==> config.mk <==
export PLATFORM = sky130hd
export DESIGN_NAME = net_frontend
export DESIGN_NICKNAME = d
export VERILOG_FILES = /design/src/rtl/net_frontend.sv
export SDC_FILE = /design/constraint.sdc
export NUM_CORES = 1
export LEC_CHECK = 0
export ABC_AREA = 1
export CAP_MARGIN = 15
export CORE_ASPECT_RATIO = 1.25
export CORE_MARGIN = 2
export CORE_UTILIZATION = 30
export DETAILED_ROUTE_END_ITERATION = 8
export SYNTH_ARGS = -nofsm -noshare
export SYNTH_HDL_FRONTEND = slang
export SYNTH_SLANG_ARGS = --single-unit
==> constraint.sdc <==
create_clock -name clk -period 2.08 [get_ports clk]
set_clock_uncertainty 0.1 [all_clocks]
set_input_delay 0.208 -clock clk [delete_from_list [all_inputs] [get_ports clk]]
set_output_delay 0.208 -clock clk [all_outputs]
set_load 0.05 [all_outputs]
==> src/rtl/net_frontend.sv <==
// Host-side sequencer for the network processor: streams one image into
// its data memory as int8, runs it, and holds the class until acknowledged.
module net_frontend #(
  parameter int NUM_INPUTS = 784,
  parameter bit PIX_SIGNED = 1'b0,
  parameter int TIMEOUT    = 2**20
) (
  input  logic       clk,
  input  logic       rst_n,
  input  logic       in_valid,
  input  logic [7:0] in_data,
  output logic       in_ready,
  output logic       res_valid,
  output logic [3:0] res_class,
  output logic       res_err,
  input  logic       res_ready,
  output logic       busy,
  output logic       np_mem_rst,
  output logic       np_mem_we,
  output logic [7:0] np_mem_wdata,
  output logic       np_start,
  input  logic       np_done,
  input  logic [3:0] np_max_idx
);

  localparam int CW = $clog2(NUM_INPUTS);
  localparam int TW = $clog2(TIMEOUT);
  localparam logic [CW-1:0] CNT_LAST = CW'(NUM_INPUTS - 1);
  localparam logic [TW-1:0] TMO_LAST = TW'(TIMEOUT - 1);

  typedef enum logic [2:0] {
    IDLE,
    CLR,
    LOAD,
    START,
    GUARD,
    RUN,
    REPORT
  } state_t;

  state_t        state;
  logic [CW-1:0] cnt;
  logic [TW-1:0] tmo;
  logic          fire;
  logic          tmo_hit;

  // Decodes are gated by rst_n so every output is quiet while reset is held.
  assign in_ready  = rst_n & (state == LOAD);
  assign fire      = in_valid & in_ready;
  assign np_mem_we = fire;
  assign np_start  = rst_n & (state == START);
  assign res_valid = rst_n & (state == REPORT);
  assign busy      = rst_n & (state != IDLE);

  assign np_mem_wdata = !fire      ? 8'h00 :
                        PIX_SIGNED ? in_data :
                                     in_data ^ 8'h80;

  // An abandoned run also wipes the processor so it is not left mid-inference.
  assign tmo_hit = rst_n & (state == RUN) & ~np_done & (tmo == TMO_LAST);

  assign np_mem_rst = ~rst_n | (state == CLR) | tmo_hit;

  always_ff @(posedge clk) begin
    if (!rst_n) begin
      state     <= IDLE;
      cnt       <= '0;
      tmo       <= '0;
      res_class <= '0;
      res_err   <= 1'b0;
    end else begin
      unique case (state)
        IDLE: begin
          if (in_valid) state <= CLR;
        end
        CLR: begin
          cnt   <= '0;
          state <= LOAD;
        end
        LOAD: begin
          if (fire) begin
            cnt <= cnt + 1'b1;
            if (cnt == CNT_LAST) state <= START;
          end
        end
        START: begin
          tmo   <= '0;
          state <= GUARD;
        end
        GUARD: begin
          state <= RUN;
        end
        RUN: begin
          tmo <= tmo + 1'b1;
          if (np_done) begin
            res_class <= np_max_idx;
            res_err   <= 1'b0;
            state     <= REPORT;
          end else if (tmo == TMO_LAST) begin
            res_class <= '0;
            res_err   <= 1'b1;
            state     <= REPORT;
          end
        end
        REPORT: begin
          if (res_ready) state <= IDLE;
        end
        default: state <= IDLE;
      endcase
    end
  end

endmodule

# ---- Word-level counts from Yosys, hierarchy flattened
# Index checks and enable logic that the tools add are counted.
dict set report word_totals {
  inputBits 17
  word_cells 56
  output_inout_bits 19
  reg_bits 38
}
dict set report classes {
  addsub 2
  n_reduce_logical 8
  bitwise 13
  mux 15
  n_eq_ne 13
}
# op count
set ops {}
lappend ops {{$pmux 20 s2} 1}
lappend ops {{$pmux 3 s7} 1}
lappend ops {{$add 20x1->20 const B} 1}
lappend ops {{$eq 20x20->1 const B} 1}
lappend ops {{$pmux 10 s2} 1}
lappend ops {{$mux 3} 6}
lappend ops {{$add 10x1->10 const B} 1}
lappend ops {{$eq 10x10->1 const B} 1}
lappend ops {{$mux 10} 1}
lappend ops {{$eq 3x3->1 const B} 3}
lappend ops {{$and 1x1->1} 8}
lappend ops {{$mux 4} 2}
lappend ops {{$mux 8} 1}
lappend ops {{$eq 3x2->1 const B} 2}
lappend ops {{$ne 2x2->1 const B} 3}
lappend ops {{$reduce_bool 2->1} 3}
lappend ops {{$reduce_and 5->1} 1}
lappend ops {{$reduce_and 2->1} 2}
lappend ops {{$eq 3x1->1 const B} 1}
lappend ops {{$logic_not 3->1} 1}
lappend ops {{$ne 3x2->1 const B} 1}
lappend ops {{$not 1->1} 3}
lappend ops {{$reduce_bool 3->1} 1}
lappend ops {{$mux 1} 2}
lappend ops {{2 further kinds} 3}

# ---- Depth between registers and ports, before layout
# Gate-level depths: netlist of the first run.
dict set report logic_depth {
  ltp_word 5
  ltp_mapped 11
  ltp_nobuf 11
}

# ---- Least setup slack after synthesis of the first run
# Ideal clock, no wire load.
dict set report synth_timing {
  path_kind {input-to-output}
  start {input rst_n}
  end {output res_valid}
  required_time_ps 1772
  path_buffers 1
  path_stages 3
  setup_slack_ps 67
  arrival_ps 1705
  path_cell_list {buf_2 -> clkinv_1 -> nor3_1}
}
dict set report synth_between {
  elab_chain_cells 1
}
# item line
set synth_lines {}
lappend synth_lines {{start: declaration} 9} ;# input logic rst_n,
lappend synth_lines {{$and 1x1->1} 52} ;# assign res_valid = rst_n & (state == REPORT);
lappend synth_lines {{end: declaration} 13} ;# output logic res_valid,
# Every way passes these cells.

# ---- Final worst setup path of the first run
dict set report layout_timing {
  start {register tmo[0]}
  end {output np_mem_rst}
}
dict set report layout_between {
  elab_chain_cells 3
}
# item line
set layout_lines {}
lappend layout_lines {{start: declaration} 43} ;# logic [TW-1:0] tmo;
lappend layout_lines {{start signal: assignment} 94} ;# tmo <= tmo + 1'b1;
lappend layout_lines {{$eq 20x20->1} 60} ;# assign tmo_hit = rst_n & (state == RUN) & ~np_done & (tmo == TMO_LAST);
lappend layout_lines {{$and 1x1->1} 60}
lappend layout_lines {{$or 1x1->1} 62} ;# assign np_mem_rst = ~rst_n | (state == CLR) | tmo_hit;
lappend layout_lines {{end: declaration} 18} ;# output logic np_mem_rst,
# Every way passes these cells.

==> run summary, run 1 <==
Status: completed
# DRC: 0
Mapped Area: 2160 sq um
Initial antenna violation count: 0
ANT nets after route: 0
Dpl hpwl: 4.14 mm
Rows: 34
Pin count of the biggest net entering global routing: 18
WL/cell: 11.6 um
Initial Util: 30.9%
Post-route setup TNS: 0 ns
Post-DR vias/cell: 4.75
Max Slew Vio Count: 0
YS warnings: 0
Die X: 79.8 um
Mapped Cells: 325
Yosys reg bits: 38
Clock root buffer: clkbuf_8
Grt ovf: 0
MaxCap Viol Count: 0
EDFF count, synth: 0
Worst slew pin tran: 0.507 ns
Layout area overhead: 33.9%
Multi-input combinational cell area: 1210 sq um
Antenna cells: 0
Worst Setup Slack, final: 0.129 ns
Req. time, crit path: 1.77 ns
Crit path DAT: 1.64 ns
Syn nets: 344
Synth cell types: 33
CP startpoint kind: register
Worst-case reg-to-reg path depth: 9
Hold Path Class: reg2reg
Peak supply drop: 273 uV
CTS H-Tree Depth: 2
First drt pass iteration count: 4
Critical path type: reg2out
Worst-Skew Late Latency: 0.29 ns
WHS Path Cells: 1
Post-synth ARST share: 0%
Largest area contributor in the netlist: dfxtp_1
Hold_buf cts: 0
Clock Sink Count: 38
Number of setup violations in the final report: 0
Global placement routability congestion: 0.786
Pre-CTS WS: 0.195 ns
Core box area: 6980 sq um
Final Routed Wirelength: 5.33 mm
CTS clk-pin slew, worst paths: 0.08 ns
Unrepaired setup endpoints after global routing: false
Static leakage: 0.00110 uW
Seq/Total Area, Yosys: 35.3%
Tcrit/Tclk final: 93.8%
Input/output buffers: 35
FF+latch area: 763 sq um
Non-Filler Instances: 461
All-Layer GR Usage: 14.3%
Synth area leaders: dfxtp_1, nand2_1, nor2_1
FILL cells: 717
Global-route wire length before repair: 9.09 mm
Tot Pwr: 2040 uW
Io pins: 36
Worst slew margin: 66.1%
Die height: 98.8 um
Total placed cells including tap cells: 452
Tmin final: 1.95 ns
Vias in the first global route: 2072
CTS Buf Count: 5
FMAX: 0.513 GHz
Avg Inst Size Synth: 6.63 sq um
CTS tree: built
Crit-path max FO: 4
Final hold viol count: 0
Top-area cell type share of the netlist area: 35.3%
Nets@finish: 389
PD cells: 708 nW/um^2
Commonest non-fill, non-tap cell in the layout: nand2_1
Starting DRT DRC Count: 51
Clock Path Buffers: 2
Vias: 2189
Util after Layout: 41.4%
Total die area: 7880 sq um
Predominant post-synthesis flop cell: dfxtp_1
Most frequent cells in the layout: nand2_1, nor2_1, inv_1
Layout cells sized above 1: 18.1%
Element type at the critical path end: output pin
==> cell families after synthesis <==
kind of cell / after synthesis / synth area share, %
buf+inv: 51 / 9.69
simple gates: 179 / 39.8
fa+ha+maj: 2 / 1.16
flops: 38 / 35.3
compound gates: 55 / 14.0
==> power breakdown <==
group          leakage (uW)  switching [uW]  internal, uW
sequential         0.000308            53.9           767
combinational      0.000749             438           282
clock             0.0000452             266           237
total               0.00110             758          1290
==> layout make-up <==
| class | count | share of cell area [%] |
|---|---|---|
| clock buffer | 6 | 2.51 |
| inverter | 45 | 5.85 |
| multi-input combinational | 236 | 41.8 |
| sequential | 38 | 26.4 |
| timing repair buffer | 44 | 19.0 |
| tap | 90 | 3.90 |
| clock inverter | 2 | 0.477 |
==> cell usage after synthesis (2+ instances only) <==
cell	instances
a211oi_1	5
a21boi_1	2
a21oi_1	27
buf_2	2
buf_6	2
dfxtp_1	38
ha_1	2
inv_1	38
inv_2	6
nand2_1	66
nand2_2	9
nand3_1	22
nand3_2	2
nand4_1	7
nand4_2	2
nor2_1	47
nor2_2	5
nor2_4	4
nor3_1	7
o21ai_0	17
or2_0	2
or2_2	2
==> critical path: stages (launching register included) <==
cell and delay [ns]:
dfxtp_2 0.36, ha_1 0.18, nand2_2 0.10, nor2_4 0.19, nand2_4 0.09, nor2_4 0.11, nand3_2 0.10, nand2_2 0.08
buf_6 0.15
==> through the flow <==
| stage | cell area (sq um) | hold slack, ns |
|---|---|---|
| after floorplan | 2160 | 0.272 |
| after global placement | 2770 | 0.351 |
| after detailed placement | 2770 | 0.356 |
| after CTS | 2860 | 0.368 |
| after global routing | 2890 | 0.380 |
| final | 2890 | 0.350 |
==> final timing paths <==
kind / from / endpoint / slack (ns)
setup / recovery: tmo[0] / np_mem_rst / 0.13
setup reg to reg: tmo[0] / tmo[18] / 0.18
hold reg to reg: tmo[0] / tmo[0] / 0.35
hold / removal: tmo[0] / tmo[0] / 0.35
==> sequential cells by signal, summed over array words and instances, names as in the netlist <==
signal	cells
tmo	20
cnt	10
res_class	4
state	3
res_err	1
==> repair_timing <==
action                                  in CTS  in global routing
endpoints found under the setup margin       1                  1
gates resized for setup                      1                  7
pin swaps                                    0                  1
buffers inserted                             0                  1
==> per-layer routing <==
| layer | share of wire, % | global-route usage, % |
|---|---|---|
| met5 | 0 | 0 |
| met4 | 0.71 | 3.65 |
| met3 | 4.9 | 3.66 |
| met2 | 52 | 26.8 |
| met1 | 43 | 15.9 |
Note: power is estimated with default switching activity, not from simulation.
==> inputs of run 2 (changes only) <==
--- a/config.mk
+++ b/config.mk
@@ -9,8 +9,9 @@
 export CAP_MARGIN = 15
 export CORE_ASPECT_RATIO = 1.25
 export CORE_MARGIN = 2
-export CORE_UTILIZATION = 30
+export CORE_UTILIZATION = 51
 export DETAILED_ROUTE_END_ITERATION = 8
+export PLACE_DENSITY = 0.77
 export SYNTH_ARGS = -nofsm -noshare
 export SYNTH_HDL_FRONTEND = slang
 export SYNTH_SLANG_ARGS = --single-unit
==> run summary, run 2 (synthesized netlist as in run 1, its figures left out) <==
Layout area overhead: 31.7% (was 33.9%)
PD cells: 729 nW/um^2 (was 708 nW/um^2)
Global placement routability congestion: 0.796 (was 0.786)
Peak supply drop: 457 uV (was 273 uV)
Tmin final: 1.97 ns (was 1.95 ns)
Hold Path Class: reg2reg (unchanged)
CP startpoint kind: register (unchanged)
Worst slew margin: 66.1% (about the same)
Starting DRT DRC Count: 97 (was 51)
Largest register FFs: 20 (unchanged)
Die X: 62.2 um (was 79.8 um)
MaxCap Viol Count: 0 (unchanged)
CTS clk-pin slew, worst paths: 0.08 ns (about the same)
Crit path DAT: 1.66 ns (was 1.64 ns)
Grt ovf: 0 (unchanged)
Top flop regs: tmo: 20 flops, cnt: 10 flops, res_class: 4 flops (unchanged)
Tcrit/Tclk final: 94.7% (was 93.8%)
Total die area: 4770 sq um (was 7880 sq um)
Crit-path max FO: 4 (unchanged)
Number of setup violations in the final report: 0 (unchanged)
Most frequent cells in the layout: nand2_1, nor2_1, inv_1 (unchanged)
Final hold viol count: 0 (unchanged)
Unrepaired setup endpoints after global routing: false (unchanged)
ANT nets after route: 0 (unchanged)
FMAX: 0.508 GHz (was 0.513 GHz)
First drt pass iteration count: 4 (unchanged)
Pin count of the biggest net entering global routing: 16 (was 18)
WL/cell: 12.2 um (was 11.6 um)
Final Routed Wirelength: 5.19 mm (was 5.33 mm)
Worst-case reg-to-reg path depth: 9 (unchanged)
Clock Path Buffers: 2 (unchanged)
Io pins: 36 (unchanged)
Critical path type: reg2out (unchanged)
Clock Sink Count: 38 (unchanged)
# DRC: 0 (unchanged)
Antenna cells: 0 (unchanged)
WHS Path Cells: 1 (unchanged)
Req. time, crit path: 1.77 ns (about the same)
Global-route wire length before repair: 8.98 mm (was 9.09 mm)
Nets@finish: 389 (unchanged)
Clock root buffer: clkbuf_8 (unchanged)
Max Slew Vio Count: 0 (unchanged)
Static leakage: 0.00108 uW (was 0.00110 uW)
Largest register by flop count: tmo (unchanged)
Hold_buf cts: 0 (unchanged)
HP Start: tmo[0] (unchanged)
Rows: 26 (was 34)
Post-route setup TNS: 0 ns (unchanged)
Vias in the first global route: 2073 (was 2072)
Element type at the critical path end: output pin (unchanged)
Worst setup path startpoint: tmo[0] (unchanged)
All-Layer GR Usage: 23.0% (was 14.3%)
Commonest non-fill, non-tap cell in the layout: nand2_1 (unchanged)
Initial Util: 53.0% (was 30.9%)
Layout cells sized above 1: 17.8% (was 18.1%)
Post-DR vias/cell: 5.18 (was 4.75)
Die height: 76.7 um (was 98.8 um)
Worst slew pin tran: 0.506 ns (was 0.507 ns)
Dpl hpwl: 3.92 mm (was 4.14 mm)
Status: completed (unchanged)
RR Startpoint: tmo[0] (unchanged)
Vias: 2212 (was 2189)
Worst-Skew Late Latency: 0.30 ns (was 0.29 ns)
Core box area: 4070 sq um (was 6980 sq um)
Input/output buffers: 35 (unchanged)
Initial antenna violation count: 0 (unchanged)
Worst Setup Slack, final: 0.110 ns (was 0.129 ns)
FILL cells: 353 (was 717)
CTS H-Tree Depth: 2 (unchanged)
CTS tree: built (unchanged)
Pre-CTS WS: 0.243 ns (was 0.195 ns)
CTS Buf Count: 5 (unchanged)
==> run 2: changes by cell type in the layout (fill, tap and decap cells not counted), sizes merged <==
cell and delta:
clkinv -1, clkinvlp +1
==> run 2: critical path, stage by stage, from the launching register on <==
cell and delay (ns):
dfxtp_2 0.37, ha_2 0.19, nand2_2 0.10, nor2_4 0.14, nand2_2 0.09, nor2_4 0.12
nand3_1 0.11, nand2_1 0.10, buf_6 0.16
==> run 2: area by class of cell <==
type / instances / area (sq um) / share of cell area (%)
Clock inverter: 2 / 12.5 / 0.441
Multi-Input combinational cell: 236 / 1190 / 42.0
Sequential cell: 38 / 763 / 26.9
Timing Repair Buffer: 44 / 549 / 19.3
Clock buffer: 6 / 82.6 / 2.91
Tap cell: 56 / 70.1 / 2.47
Inverter: 45 / 169 / 5.95
==> run 2: report_power, final <==
group | internal [uW] | switching (uW) | leakage (uW)
registers | 767 | 51.1 | 0.000308
logic | 272 | 437 | 0.000728
clock network | 267 | 276 | 0.0000472
==> run 2: path summary, 6_finish.rpt <==
path                end  slack (ns)
max          np_mem_rst        0.11
min              tmo[0]        0.36
max reg2reg     tmo[18]        0.29
min reg2reg      tmo[0]        0.36
==> run 2: through the flow <==
step	total power [uW]	utilization (%)	cells	hold WS [ns]	area, sq um
floorplan	1290	-	325	0.272	2160
global placement	1520	66.6	416	0.349	2710
detailed placement	1530	66.6	416	0.355	2710
CTS	2060	69.1	424	0.368	2810
global route	2170	69.8	427	0.379	2840
finish	2070	69.8	427	0.364	2840
==> run 2: routing by layer <==
layer,vias up,wire length [um],GRT usage (%)
li1,1140,-,-
met3,8,252,5.72
met1,1010,2140,25.5
met5,-,0,0
met2,54,2730,42.8
met4,0,68,6.89
==> run 2: timing repair <==
action | in CTS | in global routing
resized for setup | 1 | 4
setup endpoints to repair | 1 | 1
endpoints found under the hold margin | 0 | 0
pin swaps | 0 | 1
setup buffers | 0 | 3
==> inputs of run 3 (changes only) <==
--- a/config.mk
+++ b/config.mk
@@ -12,6 +12,7 @@
 export CORE_UTILIZATION = 51
 export DETAILED_ROUTE_END_ITERATION = 8
 export PLACE_DENSITY = 0.77
+export SLEW_MARGIN = 20
 export SYNTH_ARGS = -nofsm -noshare
 export SYNTH_HDL_FRONTEND = slang
 export SYNTH_SLANG_ARGS = --single-unit
==> results of run 3 <==
The final DEF is identical to that of run 2; final timing and power are the same.
